### src/rtl/uart_tx_arbiter_if.sv
// Requester streams, UART handshake and status of uart_tx_arbiter.
// master drives the requesters and tx_busy; slave is the arbiter side.
interface uart_tx_arbiter_if;
  logic       req0_valid;
  logic [7:0] req0_data;
  logic       req0_last;
  logic       req0_ready;
  logic       req1_valid;
  logic [7:0] req1_data;
  logic       req1_last;
  logic       req1_ready;
  logic       tx_busy;
  logic       tx_start;
  logic [7:0] tx_data;
  logic [1:0] grant;
  logic       arb_err;

  modport master (
    output req0_valid, req0_data, req0_last,
    input  req0_ready,
    output req1_valid, req1_data, req1_last,
    input  req1_ready,
    output tx_busy,
    input  tx_start, tx_data, grant, arb_err
  );

  modport slave (
    input  req0_valid, req0_data, req0_last,
    output req0_ready,
    input  req1_valid, req1_data, req1_last,
    output req1_ready,
    input  tx_busy,
    output tx_start, tx_data, grant, arb_err
  );
endinterface

### src/rtl/uart_tx_arbiter.sv
// Packet-level round-robin arbiter feeding two byte streams into one UART transmitter.
// Define TX_ARB_TIMEOUT_EN to drop a granted requester that stalls for TIMEOUT_CYC cycles.
module uart_tx_arbiter #(
  parameter int TIMEOUT_CYC = 1024
) (
  input logic              clk,
  input logic              rst,
  uart_tx_arbiter_if.slave bus
);
  typedef enum logic [2:0] {IDLE, XFER, START, WAIT_HI, WAIT_LO} state_t;

  state_t     state_reg, state_next;
  logic [1:0] grant_reg, grant_next;
  logic       favour1_reg, favour1_next;
  logic [7:0] tx_data_reg, tx_data_next;
  logic       last_reg, last_next;
  logic       tx_start_reg;
  logic       arb_err_reg, arb_err_next;
  logic       xfer_open;
  logic       sel_valid;
  logic       sel_last;
  logic [7:0] sel_data;
  logic       accept;
  logic       drop;

  if (TIMEOUT_CYC < 1) begin : g_timeout_range
    $error("TIMEOUT_CYC must be at least 1");
  end

  assign sel_valid = grant_reg[1] ? bus.req1_valid : bus.req0_valid;
  assign sel_last  = grant_reg[1] ? bus.req1_last  : bus.req0_last;
  assign sel_data  = grant_reg[1] ? bus.req1_data  : bus.req0_data;

  // Ready is combinational so a byte is taken the same cycle the UART goes idle.
  assign xfer_open      = (state_reg == XFER) && !bus.tx_busy && !rst;
  assign bus.req0_ready = xfer_open && grant_reg[0];
  assign bus.req1_ready = xfer_open && grant_reg[1];
  assign accept         = xfer_open && sel_valid;

`ifdef TX_ARB_TIMEOUT_EN
  localparam int CNT_W = $clog2(TIMEOUT_CYC + 1);
  logic [CNT_W-1:0] stall_cnt_reg;
  logic             stall;

  assign stall = (state_reg == XFER) && !sel_valid;
  assign drop  = stall && (stall_cnt_reg == CNT_W'(TIMEOUT_CYC - 1));

  always_ff @(posedge clk) begin
    if (rst || (state_reg != XFER) || accept || drop) begin
      stall_cnt_reg <= '0;
    end else if (stall) begin
      stall_cnt_reg <= stall_cnt_reg + 1'b1;
    end
  end
`else
  assign drop = 1'b0;
`endif

  always_comb begin
    state_next   = state_reg;
    grant_next   = grant_reg;
    favour1_next = favour1_reg;
    tx_data_next = tx_data_reg;
    last_next    = last_reg;
    arb_err_next = 1'b0;
    case (state_reg)
      IDLE: begin
        // Holding off while busy keeps a frame that survived reset from being overrun.
        if (!bus.tx_busy && (bus.req0_valid || bus.req1_valid)) begin
          if (bus.req0_valid && bus.req1_valid) begin
            grant_next = favour1_reg ? 2'b10 : 2'b01;
          end else begin
            grant_next = bus.req1_valid ? 2'b10 : 2'b01;
          end
          state_next = XFER;
        end
      end
      XFER: begin
        if (drop) begin
          arb_err_next = 1'b1;
          grant_next   = 2'b00;
          favour1_next = grant_reg[0];
          state_next   = IDLE;
        end else if (accept) begin
          tx_data_next = sel_data;
          last_next    = sel_last;
          state_next   = START;
        end
      end
      START: state_next = WAIT_HI;
      WAIT_HI: begin
        if (bus.tx_busy) begin
          state_next = WAIT_LO;
        end
      end
      WAIT_LO: begin
        if (!bus.tx_busy) begin
          if (last_reg) begin
            state_next   = IDLE;
            grant_next   = 2'b00;
            favour1_next = grant_reg[0];
          end else begin
            state_next = XFER;
          end
        end
      end
      default: state_next = IDLE;
    endcase
  end

  always_ff @(posedge clk) begin
    if (rst) begin
      state_reg    <= IDLE;
      grant_reg    <= 2'b00;
      favour1_reg  <= 1'b0;
      tx_data_reg  <= 8'h00;
      last_reg     <= 1'b0;
      tx_start_reg <= 1'b0;
      arb_err_reg  <= 1'b0;
    end else begin
      state_reg    <= state_next;
      grant_reg    <= grant_next;
      favour1_reg  <= favour1_next;
      tx_data_reg  <= tx_data_next;
      last_reg     <= last_next;
      tx_start_reg <= (state_next == START);
      arb_err_reg  <= arb_err_next;
    end
  end

  assign bus.tx_start = tx_start_reg;
  assign bus.tx_data  = tx_data_reg;
  assign bus.grant    = grant_reg;
  assign bus.arb_err  = arb_err_reg;
endmodule

### src/flat_wrapper.sv
// flat-port wrapper written by rule: the top's interface ports become plain ports
module uart_tx_arbiter_flat 
#(
  parameter int TIMEOUT_CYC = 1024
)
  (clk, rst, bus_req0_valid, bus_req0_data, bus_req0_last, bus_req0_ready, bus_req1_valid, bus_req1_data, bus_req1_last, bus_req1_ready, bus_tx_busy, bus_tx_start, bus_tx_data, bus_grant, bus_arb_err);
  uart_tx_arbiter_if bus_i ();
  input logic clk;
  input logic rst;
  input wire logic [$bits(bus_i.req0_valid)-1:0] bus_req0_valid;
  input wire logic [$bits(bus_i.req0_data)-1:0] bus_req0_data;
  input wire logic [$bits(bus_i.req0_last)-1:0] bus_req0_last;
  output wire logic [$bits(bus_i.req0_ready)-1:0] bus_req0_ready;
  input wire logic [$bits(bus_i.req1_valid)-1:0] bus_req1_valid;
  input wire logic [$bits(bus_i.req1_data)-1:0] bus_req1_data;
  input wire logic [$bits(bus_i.req1_last)-1:0] bus_req1_last;
  output wire logic [$bits(bus_i.req1_ready)-1:0] bus_req1_ready;
  input wire logic [$bits(bus_i.tx_busy)-1:0] bus_tx_busy;
  output wire logic [$bits(bus_i.tx_start)-1:0] bus_tx_start;
  output wire logic [$bits(bus_i.tx_data)-1:0] bus_tx_data;
  output wire logic [$bits(bus_i.grant)-1:0] bus_grant;
  output wire logic [$bits(bus_i.arb_err)-1:0] bus_arb_err;
  assign bus_i.req0_valid = bus_req0_valid;
  assign bus_i.req0_data = bus_req0_data;
  assign bus_i.req0_last = bus_req0_last;
  assign bus_req0_ready = bus_i.req0_ready;
  assign bus_i.req1_valid = bus_req1_valid;
  assign bus_i.req1_data = bus_req1_data;
  assign bus_i.req1_last = bus_req1_last;
  assign bus_req1_ready = bus_i.req1_ready;
  assign bus_i.tx_busy = bus_tx_busy;
  assign bus_tx_start = bus_i.tx_start;
  assign bus_tx_data = bus_i.tx_data;
  assign bus_grant = bus_i.grant;
  assign bus_arb_err = bus_i.arb_err;
  uart_tx_arbiter #(.TIMEOUT_CYC(TIMEOUT_CYC)) u_core (.clk(clk), .rst(rst), .bus(bus_i));
endmodule
### config.mk
export PLATFORM = sky130hd
export DESIGN_NAME = uart_tx_arbiter_flat
export DESIGN_NICKNAME = d
export VERILOG_FILES = /design/src/rtl/uart_tx_arbiter_if.sv /design/src/rtl/uart_tx_arbiter.sv /design/src/flat_wrapper.sv
export SDC_FILE = /design/constraint.sdc
export NUM_CORES = 1
export LEC_CHECK = 0
export CAP_MARGIN = 0
export CORE_MARGIN = 2
export CORE_UTILIZATION = 44
export DETAILED_ROUTE_END_ITERATION = 8
export PLACE_DENSITY = 0.89
export SYNTH_ARGS = -nofsm -noshare
export SYNTH_HDL_FRONTEND = slang
export SYNTH_SLANG_ARGS = --single-unit
export TNS_END_PERCENT = 10
### constraint.sdc
create_clock -name clk -period 2.92 [get_ports clk]
set_input_delay 0.292 -clock clk [delete_from_list [all_inputs] [get_ports clk]]
set_output_delay 0.292 -clock clk [all_outputs]
set_load 0.02 [all_outputs]
# Yosys cells after proc, flatten, opt, wreduce, memory -nomap -nowiden
# Index checks and enable logic that the tools add are counted.
# totals
in_bits	23
register_bits	16
# classes
n_reduce_logical	15
n_bitwise	1
mux	16
n_eq_ne	8
# ops
operator	n
one-hot mux 3 bit (5 select lines)	1
two-way mux 2 bit	6
two-way mux 3 bit	4
== test 3 x 2 -> 1 bit (second input constant)	3
two-way mux 8 bit	1
logical AND 1 bit	7
!= test 2 x 1 -> 1 bit (second input constant)	2
one-hot mux 2 bit (2 select lines)	1
AND reduction 4 bit	1
== test 3 x 1 -> 1 bit (second input constant)	1
== test 3 bit (second input constant)	1
zero test 3 bit	1
two-way mux 1 bit	3
AND reduction 3 bit	1
zero test 1 bit	2
!= test 2 bit (second input constant)	1
AND reduction 2 bit	1
nonzero test 2 bit	1
logical OR 1 bit	1
NOT 1 bit	1

# Depth between registers and ports, before layout
# Gate-level depths: netlist of run 1.
# depth
ltp_word	7
mapped_depth	5

# Worst setup path before layout of run 1
# No wires, ideal clock.
# synth_path
kind	register to output
start	reg u_core.state_reg[1]
end	out bus_req0_ready
setup_slack_ns	1.539
arrival_ns	1.089
stages_incl_launch_ff	5
t_required_ns	2.628
path_buffers	2
path_cell_list	dfxtp_1 -> buf_2 -> nor3_2 -> buf_2 -> and3_1
# synth_via
elab_chain_len	4
# synth_rtl
item	line	source
from (decl)	uart_tx_arbiter.sv:12	state_t state_reg, state_next;
from (signal assigned)	uart_tx_arbiter.sv:121	state_reg <= state_next;
== test 3 x 1 -> 1 bit	uart_tx_arbiter.sv:35	assign xfer_open = (state_reg == XFER) && !bus.tx_busy && !rst;
logical AND 1 bit (2 in a row)	uart_tx_arbiter.sv:35	
logical AND 1 bit	uart_tx_arbiter.sv:36	assign bus.req0_ready = xfer_open && grant_reg[0];
to (decl)	flat_wrapper.sv:13	output wire logic [$bits(bus_i.req0_ready)-1:0] bus_req0_ready;
# Every way passes these cells.

# Final worst setup path of run 1
# layout_path
start	in bus_tx_busy
end	out bus_req1_ready
# layout_via
elab_chain_len	4
# layout_rtl
item	line	source
from (decl)	flat_wrapper.sv:18	input wire logic [$bits(bus_i.tx_busy)-1:0] bus_tx_busy;
zero test 1 bit	uart_tx_arbiter.sv:35	
logical AND 1 bit (2 in a row)	uart_tx_arbiter.sv:35	
logical AND 1 bit	uart_tx_arbiter.sv:37	assign bus.req1_ready = xfer_open && grant_reg[1];
to (decl)	flat_wrapper.sv:17	output wire logic [$bits(bus_i.req1_ready)-1:0] bus_req1_ready;
# Every way passes these cells.

==> summary.md, run 1 <==
| Metric | Value |
|---|---|
| CP max stage cell | `clkdlybuf4s50_1` |
| Clk sink count | `16` |
| Inserted Diodes | `0` |
| Die width | `48.6 um` |
| WP buf/inv | `3` |
| Synth Area in Adders | `0%` |
| Crit Path Max Fanout | `11` |
| Worst Path Required | `approximately 2.6 ns` |
| Hold path cells | `2` |
| Leak Pwr | `0.405 nW` |
| Root Driver | `clkbuf_4` |
| Slew of the pin with the lowest slew margin | `0.721 ns` |
| Remaining DRCs | `0` |
| Status | `complete, no violations` |
| Mapped Area | `~870 um2` |
| Final hold slack | `0.519 ns` |
| Initial antenna violation count | `0` |
| Post-place setup slack | `0.658 ns` |
| Max Root-Sink Buffers | `2` |
| GP Congestion | `0.754` |
| Layout cells sized above 1 | `between 10% and 20%` |
| WP data arrival | `1.97 ns` |
| Post-CTS Resized | `0` |
| Max_cap viols | `0` |
| Largest cells by area after synthesis | `dfxtp_1 37%, a211oi_2 13%, mux2i_1 10%` |
| Critical path capture point type | `output port` |
| Setup TNS Final | `0 ns` |
| Final Hold Viols | `0` |
| R2r worst-path depth | `3` |
| Worst slew margin | `around half` |
| Sequential fraction of the synthesis area | `36.7%` |
| Area Growth Syn to Fin | `42.7%` |
| Row count | `16` |
| Clock Power Share | `23.8%` |
| Starting Density | `45.4%` |
| Max-slew violations | `0` |
| IO buf count | `35` |
| CP peak stage delay | `0.60 ns` |
| First-pass GRT wire length | `between 3 and 4 mm` |
| Routed wire length per instance | `14.7 um` |
| Kind of cell adding the most delay to the critical path | `buffers and inverters` |
| Syn Inst Count | `86` |
| Clk slew on worst S/H paths | `0.09 ns` |
| Setup Skew | `0.00228 ns` |
| Tot GR Track Use | `18.3%` |
| Worst r2r src | `u_core.bus.grant[1]` |
| Clk Latency, worst-skew pair | `0.28 ns` |
| Min-delay worst type | `flip-flop to flip-flop` |
| Overflow after GRT | `0` |
| Ys Warns | `0` |
| Design area | `about 0.0012 mm2` |
| Internal Pwr Total | `342 uW` |
| Count of cell types in the netlist | `30` |
| # setup viols final | `0` |
| Power density cells | `381 mW/mm2` |
| Die Y | `48.6 um` |
| Pin count of the biggest net entering global routing | `16` |
| R2R Setup Slk | `1.00 ns` |
| Crit Path Class | `input port to output port` |
| Commonest non-fill, non-tap cell in the layout | `clkdlybuf4s50_1` |
| CP most frequent cell | `clkdlybuf4s50_1` |
| Largest family of logic cells by synthesized area | `compound AO/OA/AOI/OAI gates` |
| # nets final | `between 100 and 150` |
| Routed Antenna Nets | `0` |
| Post-synthesis xor/xnor area fraction | `0%` |
| Htree depth | `1` |
| Post-layout worst setup margin | `0.654 ns` |
| Vias/cell | `5.69` |
| Die area | `0.00236 mm2` |
| Iteration-0 DRC Markers | `25` |
| Worst-path cell chain | `clkdlybuf4s50_1, nor2b_1, buf_4, and3_1, clkdlybuf4s50_1` |
| Worst setup SP type | `input port` |
| Fin util | `64.8%` |
| Logic gate share of total power | `24.7%` |
| Sequential fraction of design power | `51.5%` |
| WHS Endpoint | `u_core.favour1_reg` |
| CTS tree | `built` |
| Share of the cycle needed by the critical path after routing | `77.6%` |
| Post-synthesis simple-gate area fraction | `~15%` |
| Vias | `819` |
| VDD IR max | `306 uV` |
| HP Start | `u_core.bus.grant[0]` |
| Sw Share | `28.0%` |
| Mapped Avg Cell Area | `roughly 10 um2` |
| Synth top area share | `36.7%` |
| Max Freq | `0.441 GHz` |
| Crit Reg-Reg Endpoint | `u_core.bus.tx_data[4]` |
| Setup Buffers After CTS | `0` |
| Number of flip-flops under the largest register name | `8` |
| Cts hold-fix bufs | `0` |
| Syn nets | `109` |
| Fin crit period | `around 2.3 ns` |
| Drt first pass iters | `4` |
| Unrepaired setup endpoints after global routing | `no` |
| # IOs | `37` |
| Vias in the first global route | `around 770` |
| HPWL after DPL | `1.63 mm` |
| Post-synthesis mux area share | `12.0%` |
| Synth area leader | `dfxtp_1` |
| Sw Pwr | `~130 uW` |
| Area post-placement | `0.00122 mm2` |
| DRT Wirelength | `2.11 mm` |
| Most frequent cells in the layout | `35 x clkdlybuf4s50_1, 16 x dfxtp_1, 10 x a31oi_1` |
| Total core area | `0.00192 mm2` |
| Synth Area in Compound Gates | `29.4%` |
| #FFs+latches synth | `16` |
| TritonCTS buffer count | `3` |
-- worst min-delay path: stages, from the launching register on --
cell     delay (ns)
dfxtp_1        0.34
nand3_1        0.08
a21oi_1        0.06
-- power by group through the flow --
stage               Combinational, mW  Clock (mW)  Sequential [mW]
floorplan                      0.0673           0            0.246
global route                    0.127       0.125            0.246
detailed placement              0.118           0            0.249
finish                          0.117       0.113            0.244
global placement                0.114           0            0.249
CTS                             0.118       0.114            0.244
-- Yosys cell counts --
| cell type | count |
|---|---|
| a31oi_1 | 10 |
| and3_1 | 3 |
| mux2_4 | 1 |
| nor3_1 | 1 |
| dfxtp_1 | 16 |
| buf_4 | 1 |
| nand2_1 | 1 |
| o2bb2ai_1 | 1 |
| buf_6 | 1 |
| a32o_1 | 2 |
| clkbuf_1 | 2 |
| nor4b_1 | 1 |
| mux2i_1 | 9 |
| or3b_1 | 1 |
| nand2b_1 | 2 |
| buf_2 | 6 |
| a2111o_1 | 1 |
| nor3_2 | 1 |
| nor4_1 | 1 |
| conb_1 | 1 |
| or3_1 | 1 |
| a211oi_2 | 9 |
| nor3b_1 | 4 |
| nor2_1 | 1 |
| nand3_1 | 1 |
| nor2b_1 | 2 |
| a21bo_2 | 1 |
| o21bai_1 | 1 |
| a2111oi_0 | 1 |
| a21oi_1 | 3 |
-- cells by family after synthesis --
family,Yosys count
AOI/OAI and AO/OA,29
and+or+nand+nor,20
DFF,16
muxes,10
buffers and inverters,10
other,1
-- stage by stage --
| stage | std cells | total power [mW] |
|---|---|---|
| final | 144 | 0.475 |
| after detailed placement | 141 | 0.367 |
| after CTS | 144 | 0.477 |
| after global routing | 144 | 0.498 |
| after floorplan | 86 | 0.313 |
| after global placement | 141 | 0.362 |
-- layout make-up --
cell class,count,area (um2)
tap,27,33.8
multi-input combinational,60,497
sequential,16,320
timing repair buffer,38,373
clock buffer,3,22.5
fill,168,676
-- metal layers --
metal | wire length (um) | vias to the layer above | track usage [%]
li1 | - | 399 | -
met1 | 840 | 386 | 19.3
met2 | 1090 | 34 | 35.0
met3 | 182 | 0 | 6.17
met4 | 0 | 0 | 4.29
met5 | 0 | - | 0
-- worst max path at each step --
stage                                    from        endpoint  slack [ns]  cells past startpoint
after floorplan           u_core.state_reg[1]  bus_req0_ready        1.54                      4
after global placement            bus_tx_busy  bus_req1_ready        0.68                      5
after detailed placement          bus_tx_busy  bus_req1_ready        0.66                      5
after CTS                         bus_tx_busy  bus_req1_ready        0.66                      5
after global routing              bus_tx_busy  bus_req1_ready        0.55                      5
final                             bus_tx_busy  bus_req1_ready        0.65                      5
Power figures use the tool's default switching activity.
==> run 2, diff against run 1 <==
- CORE_UTILIZATION: 44 -> 37
- PLACE_DENSITY: 0.89 -> 0.8
- clock period: 2.92 -> 1.9 ns (I/O delays scaled with it)
==> run 2 against run 1 <==
Against the previous run:
- routed wire length rose by 0.38%
- core utilization fell by 5.9 points
- hold slack about the same
- total power up 67%
- final area up 4.6%
- first-iteration DRC count decreased by 64%
- global-route usage is 1.8 points lower
- non-clock buffer count up 6
- critical endpoint is now bus_req0_ready
- largest cell class unchanged
==> summary.md, run 2 (synthesized netlist as in run 1, its figures left out) <==
| Metric | Value |
|---|---|
| Setup TNS Final | `0 ns` |
| Leak Pwr | `0.452 nW` |
| Tot GR Track Use | `16.5%` |
| Status | `complete, no violations` |
| Post-place setup slack | `0.0786 ns` |
| TritonCTS buffer count | `3` |
| Remaining DRCs | `0` |
| CTS tree | `built` |
| Setup Buffers After CTS | `0` |
| Total core area | `0.00221 mm2` |
| Max_cap viols | `0` |
| Pin count of the biggest net entering global routing | `16` |
| Most frequent cells in the layout | `33 x clkdlybuf4s50_1, 16 x dfxtp_1, 10 x a31oi_1` |
| Die width | `roughly 53 um` |
| Max Freq | `0.595 GHz` |
| Clk sink count | `16` |
| Routed Antenna Nets | `0` |
| Routed wire length per instance | `14.0 um` |
| Max-slew violations | `0` |
| Area Growth Syn to Fin | `49.3%` |
| Critical path capture point type | `output port` |
| Cts hold-fix bufs | `0` |
| Vias/cell | `5.43` |
| VDD IR max | `517 uV` |
| Layout cells sized above 1 | `approximately 20%` |
| Vias | `between 800 and 900` |
| Min-delay worst type | `flip-flop to flip-flop` |
| Final Hold Viols | `0` |
| Htree depth | `1` |
| Initial antenna violation count | `0` |
| DRT Wirelength | `2.12 mm` |
| Drt first pass iters | `4` |
| GP Congestion | `0.857` |
| R2R Setup Slk | `0.45 ns` |
| Starting Density | `about two fifths` |
| Setup Skew | `0.00108 ns` |
| Clk Latency, worst-skew pair | `~0.28 ns` |
| Die area | `0.00277 mm2` |
| Crit Path Max Fanout | `8` |
| Design area | `approximately 0.0013 mm2` |
| Row count | `17` |
| Area post-placement | `0.00127 mm2` |
| Iteration-0 DRC Markers | `9` |
| Power density cells | `607 mW/mm2` |
| Unrepaired setup endpoints after global routing | `no` |
| Post-CTS Resized | `2` |
| WP data arrival | `~1.5 ns` |
| IO buf count | `35` |
| First-pass GRT wire length | `3.37 mm` |
| # IOs | `37` |
| Post-layout worst setup margin | `0.219 ns` |
| Clk slew on worst S/H paths | `around 0.09 ns` |
| Worst setup SP type | `flip-flop` |
| # setup viols final | `0` |
| Crit Path Class | `flip-flop to output port` |
| Commonest non-fill, non-tap cell in the layout | `clkdlybuf4s50_1` |
| # nets final | `148` |
| Die Y | `52.6 um` |
| Share of the cycle needed by the critical path after routing | `88.5%` |
| Fin crit period | `1.68 ns` |
| HPWL after DPL | `1.64 mm` |
| Max Root-Sink Buffers | `2` |
| Overflow after GRT | `0` |
| Worst Path Required | `1.71 ns` |
| Final hold slack | `0.519 ns` |
| Vias in the first global route | `approximately 800` |
| Number of flip-flops under the largest register name | `8` |
| Root Driver | `clkbuf_4` |
| Inserted Diodes | `0` |
-- run 2: changes by cell type in the layout (fill, tap and decap cells not counted) --
cell             before  now
clkdlybuf4s50_1      35   33
dlygate4sd2_1         0    2
buf_4                 3    9
clkbuf_8              0    1
-- run 2: area by class of cell --
| class | instances | area, um2 |
|---|---|---|
| well taps | 28 | 35.0 |
| multi-input cells | 60 | 497 |
| repair buffers | 44 | 415 |
| flip-flops and latches | 16 | 320 |
| fillers | 211 | 908 |
| clock buffers | 4 | 36.3 |
-- run 2: where the power goes --
group	switching [mW]	leakage, nW	internal [mW]	total [mW]
clock network	0.107	0.0210	0.117	0.224
logic	0.0934	0.302	0.110	0.204
registers	0.0135	0.130	0.351	0.364
-- run 2: per-stage QoR --
step	total power, mW	utilization, %	std cells
floorplan	0.481	-	86
global placement	0.570	57.4	148
detailed placement	0.576	57.4	148
CTS	0.804	58.9	152
global route	0.831	58.9	152
finish	0.792	58.9	152
-- run 2: worst paths after layout --
check                           to  depth (start not counted)           startpoint
max                 bus_req0_ready                          3  u_core.state_reg[2]
min             u_core.favour1_reg                          2  u_core.bus.grant[0]
max reg2reg  u_core.bus.tx_data[0]                          4  u_core.bus.grant[1]
min reg2reg     u_core.favour1_reg                          2  u_core.bus.grant[0]
-- run 2: worst max-delay path: stages, from the launching register on --
cell	delay (ns)
dfxtp_1	0.38
nor3_2	0.28
and3_1	0.21
dlygate4sd2_1	0.33
-- run 2: routing by layer --
| metal | vias to the layer above | part of all wire (%) | global-route usage, % |
|---|---|---|---|
| li1 | 412 | - | - |
| met1 | 377 | 41 | 17.0 |
| met2 | 30 | 51 | 32.3 |
| met3 | 7 | 6.3 | 2.86 |
| met4 | 0 | 1.7 | 6.41 |
| met5 | - | 0 | 0 |
==> patch 1, RTL diff (config.mk and constraints of run 1) <==
Build with the macro `TX_ARB_TIMEOUT_EN` defined.
--- a/src/rtl/uart_tx_arbiter.sv
+++ b/src/rtl/uart_tx_arbiter.sv
@@ -1,5 +1,7 @@
 // Packet-level round-robin arbiter feeding two byte streams into one UART transmitter.
 // Define TX_ARB_TIMEOUT_EN to drop a granted requester that stalls for TIMEOUT_CYC cycles.
+`define TX_ARB_TIMEOUT_EN
+
 module uart_tx_arbiter #(
   parameter int TIMEOUT_CYC = 1024
 ) (
Formal check against the unedited RTL: no difference found for any inputs over 10 cycles, from zero or initial values and one cycle with rst high; that may be too few to reach the edited logic, so the function may still have changed.
==> patch 1 against run 1 <==
  * Cell count rose by 65%
  * Largest power group unchanged
  * Utilization down 6.2 points
  * Worst setup slack got worse by 360 ps
  * Clock power increased by 130%
  * Cell area is 55% higher
  * Count of clock-buffer cells in the layout stayed put
  * Die area rose by 64%
  * Routed wire length is 46% higher
  * Synthesized area grew 70%
  * Sequential cell count up 12
  * Total power grew 82%
  * Sequential share of layout area grew 3.4 points
==> patch 1: results <==
clock_tree:
  cts_setup_buffers: 0
  cts_made_buffers: 3
  clock-root-buffer: "clkbuf_4"
  insertion_delay_ps: 330
  clkTransAtPathRegs_ps: 160
  cts_max_level: 1
  clockBufferDepth: 2
  cts_resized: 0
drt:
  viasPerCell: 5.224
  routed_wl_um: 3086
  drtIter0Drc: 141
  drt-pass1-iter-count: 5
grt:
  grt_pass1_vias: 1204
  grt_pass1_wl_um: 5685
  track_usage_pct: 17.88
  grt_max_degree: 20
  antenna_found_initial: 0
timing:
  worst_slew_pin_slew_ps: 528.0
  fin_skew_ps: 10.78
critical_path:
  cp.arrival_ps: 2340
  path_max_fanout: 12
  worst-r2r-cell-count: 5
placement:
  port_buffers: 36
  dp_hpwl_um: 2312
  globalplace.congestion: 0.8138
synth:
  synth_cell_types: 42
  yosys-top-cells-count: "dfxtp_1, nor2_1, mux2i_1, nor2b_1, a211oi_2"
  synth_edf_count: 0
  synth_seq_area_share_pct: 37.71
  ys_async_sr_fraction_pct: 0
  syn-num-nets: 179
  ys_warn_count: 0
  yosys-top-cells-area: "dfxtp_1, a211oi_2, mux2i_1, nor2_1, nor2b_1"
layout:
  drive_above_1_share_pct: 14.14
  largest_reg_flops: 11
  nNetsFinal: 216
  antenna_cells: 0
hold_path:
  hold_depth: 2
  hold_path.class: "reg -> reg"
pwr:
  vdd_drop_max_mv: 0.2864
  leakage_nw: 0.6543
status:
  status: "finished clean"
job:
  maxCapViolCount: 0
## patch 1: cell types whose count changed in the layout (fill, tap and decap cells not counted), moves of 3 or more
cell     change
xor2_1       +5
a31oi_1     -10
and2_1       +4
o21ai_0      +4
nor3b_1      -3
inv_1        +4
nor2b_1      +8
mux2_2       +4
nor2_1      +18
dfxtp_1     +12
a21oi_1      +5
nand4_1      +5
## patch 1: critical path, stage by stage (launching register included)
cell and delay, ps:
dfxtp_1 570, or4b_4 560, nor2_1 130, and2_1 140, clkdlybuf4s50_1 600
## patch 1: stage by stage
stage                     instances  total power [mW]  instance area, um2  setup slack [ps]
after floorplan                 155            0.5515                1486              1124
after global placement          233            0.6116                1873             482.7
after detailed placement        233            0.6148                1873             396.1
after CTS                       237            0.8675                1926             282.3
after global routing            237            0.9078                1926             124.4
final                           237            0.8616                1926             292.5
## patch 1: layout make-up
| type | instances | area (um2) |
|---|---|---|
| Multi-Input combinational cell | 114 | 842.1 |
| Timing Repair Buffer | 41 | 397.9 |
| Tap cell | 46 | 57.56 |
| Clock inverter | 1 | 30.03 |
| Clock buffer | 3 | 22.52 |
| Sequential cell | 28 | 560.5 |
| Inverter | 4 | 15.01 |
| Fill cell | 283 | 1359 |
## patch 1: power breakdown
part / internal [mW] / leakage, nW / switching, mW
Sequential: 0.397 / 0.226 / 0.0189
Clock: 0.139 / 0.0279 / 0.116
Combinational: 0.102 / 0.400 / 0.0891
## patch 1: cell families after synthesis
family | synth area share [%]
AO/OA/AOI/OAI | 17.85
XOR/XNOR | 4.125
adder cells (fa/ha/maj) | 0.8416
buffers and inverters | 5.639
flip-flops | 37.71
multiplexers | 9.764
AND/OR/NAND/NOR | 24.08
## patch 1: path summary, 6_finish.rpt
check	startpoint	endpoint	slack (ps)
worst max-delay path	u_core.state_reg[0]	bus_req1_ready	290
worst min-delay path	u_core.stall_cnt_reg[1]	u_core.stall_cnt_reg[1]	500
worst max register to register	u_core.state_reg[0]	u_core.stall_cnt_reg[7]	740
worst min register to register	u_core.stall_cnt_reg[1]	u_core.stall_cnt_reg[1]	500
## patch 1: metal layers
layer	vias to the layer above	part of all wire (%)	track usage [%]
li1	639	-	-
met2	24	49	28.94
met3	4	2.9	3.261
met1	571	46	23.61
met5	-	0	0
met4	0	1.8	7.222
==> patch 2, RTL diff (settings of run 1) <==
Made on the original files. Encoding of `state_t`: now one-hot (5 bits for 5 states).
--- a/src/rtl/uart_tx_arbiter.sv
+++ b/src/rtl/uart_tx_arbiter.sv
@@ -7,7 +7,7 @@
   input logic              rst,
   uart_tx_arbiter_if.slave bus
 );
-  typedef enum logic [2:0] {IDLE, XFER, START, WAIT_HI, WAIT_LO} state_t;
+  typedef enum logic [4:0] {IDLE = 5'b00001, XFER = 5'b00010, START = 5'b00100, WAIT_HI = 5'b01000, WAIT_LO = 5'b10000} state_t;
 
   state_t     state_reg, state_next;
   logic [1:0] grant_reg, grant_next;
Check against the original RTL: no difference found for any inputs over 10 cycles, from zero or initial values and one cycle with rst high; not proved beyond that.
==> patch 2 against run 1 <==
  * Total power grew 7.2%
  * Combinational power shrank 15%
  * Die area grew 8.4%
  * Sequential cell count grew 2
  * Utilization grew 2.2 points
  * Routed wire length shrank 5.9%
  * Worst setup slack lost 100 ps
  * Synthesized area grew 9.2%
  * Synthesized cell count grew 21%
  * Cell area grew 7.7%
  * Global-route usage grew 0.15 points
==> patch 2: results <==
synth:
  syn-num-nets: 127
  ys.flop_type: "dfxtp_1"
  ys_warn_count: 0
  ys_async_sr_fraction_pct: 0
  yosys-top-cells-count: "dfxtp_1, nor2_1, mux2i_1, a211oi_1, nand2b_1"
  yosys-top-cells-area: "dfxtp_1, mux2i_1, nor2_1, a211oi_1, nand2b_1"
  synth_seq_area_share_pct: 37.80
  synth_cell_types: 36
status:
  status: "finished clean"
grt:
  track_usage_pct: 18.49
  grt_pass1_vias: 852
  grt_pass1_wl_um: 3567
  antenna_found_initial: 0
  grt_max_degree: 19
placement:
  port_buffers: 35
  dp_hpwl_um: 1578
  postPlaceCellArea_um2: 1306
  globalplace.congestion: 0.8836
drt:
  routed_wl_um: 1989
  viasPerCell: 5.133
  drtIter0Drc: 15
  drt-pass1-iter-count: 4
layout:
  antenna_cells: 0
  n_fill_cell: 171
  largest_reg_flops: 8
  drive_above_1_share_pct: 9.420
  nNetsFinal: 162
timing:
  maxSlewHeadroom_pct: 58.24
  fin_skew_ps: 2.164
clock_tree:
  clock_sinks: 18
  clockBufferDepth: 2
  cts_setup_buffers: 0
  insertion_delay_ps: 280
  clock-root-buffer: "clkbuf_4"
  clkTransAtPathRegs_ps: 90
hold_path:
  hold_path.class: "reg -> reg"
critical_path:
  max_stage_delay_ps: 610
  cp.arrival_ps: 2070
  path_max_fanout: 8
pwr:
  vdd_drop_max_mv: 0.2376
  swShare_pct: 23.77
  leakage_nw: 0.4690
## patch 2: final cells by class
type | instances | area (um2) | area share [%]
Tap cell | 27 | 33.78 | 2.516
Sequential cell | 18 | 360.3 | 26.84
Timing Repair Buffer | 37 | 365.4 | 27.21
Inverter | 1 | 3.754 | 0.2796
Multi-Input combinational cell | 78 | 543.0 | 40.45
Clock buffer | 4 | 36.28 | 2.703
## patch 2: cells by family (layout without fill, tap and decap cells)
group / after synthesis / count (layout) / synth area share (%)
other: 1 / 1 / 0.3933
muxes: 14 / 14 / 14.83
DFF: 18 / 18 / 37.80
and+or+nand+nor: 43 / 43 / 25.33
xor gates and xnor gates: 2 / 2 / 1.838
AOI/OAI and AO/OA: 18 / 18 / 14.57
buffers and inverters: 8 / 42 / 5.249
## patch 2: worst max-delay path: cells and delay by family, from the launching register on
| family | cells | cell delay [ps] |
|---|---|---|
| flip-flops | 1 | 400 |
| AND/OR/NAND/NOR | 3 | 780 |
| buffers and inverters | 1 | 610 |
## patch 2: final timing paths
kind	slack [ps]	startpoint	end	cells past startpoint
worst max register to register	1090	u_core.bus.grant[1]	u_core.bus.tx_data[3]	5
worst max-delay path	550	u_core.state_reg[3]	bus_req0_ready	4
worst min register to register	510	u_core.bus.tx_data[2]	u_core.bus.tx_data[2]	2
worst min-delay path	510	u_core.bus.tx_data[2]	u_core.bus.tx_data[2]	2
## patch 2: routing by layer
layer  GRT usage, %  vias up  wire length (um)
met2          31.58       35               935
met5              0        -                 0
met4          8.108        0                28
li1               -      440                 -
met3          4.762        4               140
met1          21.72      368               884
## patch 2: per-stage QoR
step	util, %	instances	setup slack [ps]
global placement	65.25	161	798.7
CTS	67.06	165	541.5
finish	67.06	165	554.4
detailed placement	65.25	161	786.4
floorplan	-	104	1217
global route	67.06	165	449.4
## patch 2: power groups by stage
stage	logic [mW]	clock network [mW]	registers, mW
finish	0.100	0.146	0.263
global route	0.110	0.164	0.265
CTS	0.101	0.153	0.263
detailed placement	0.101	0	0.269
global placement	0.0992	0	0.268
floorplan	0.0535	0	0.268
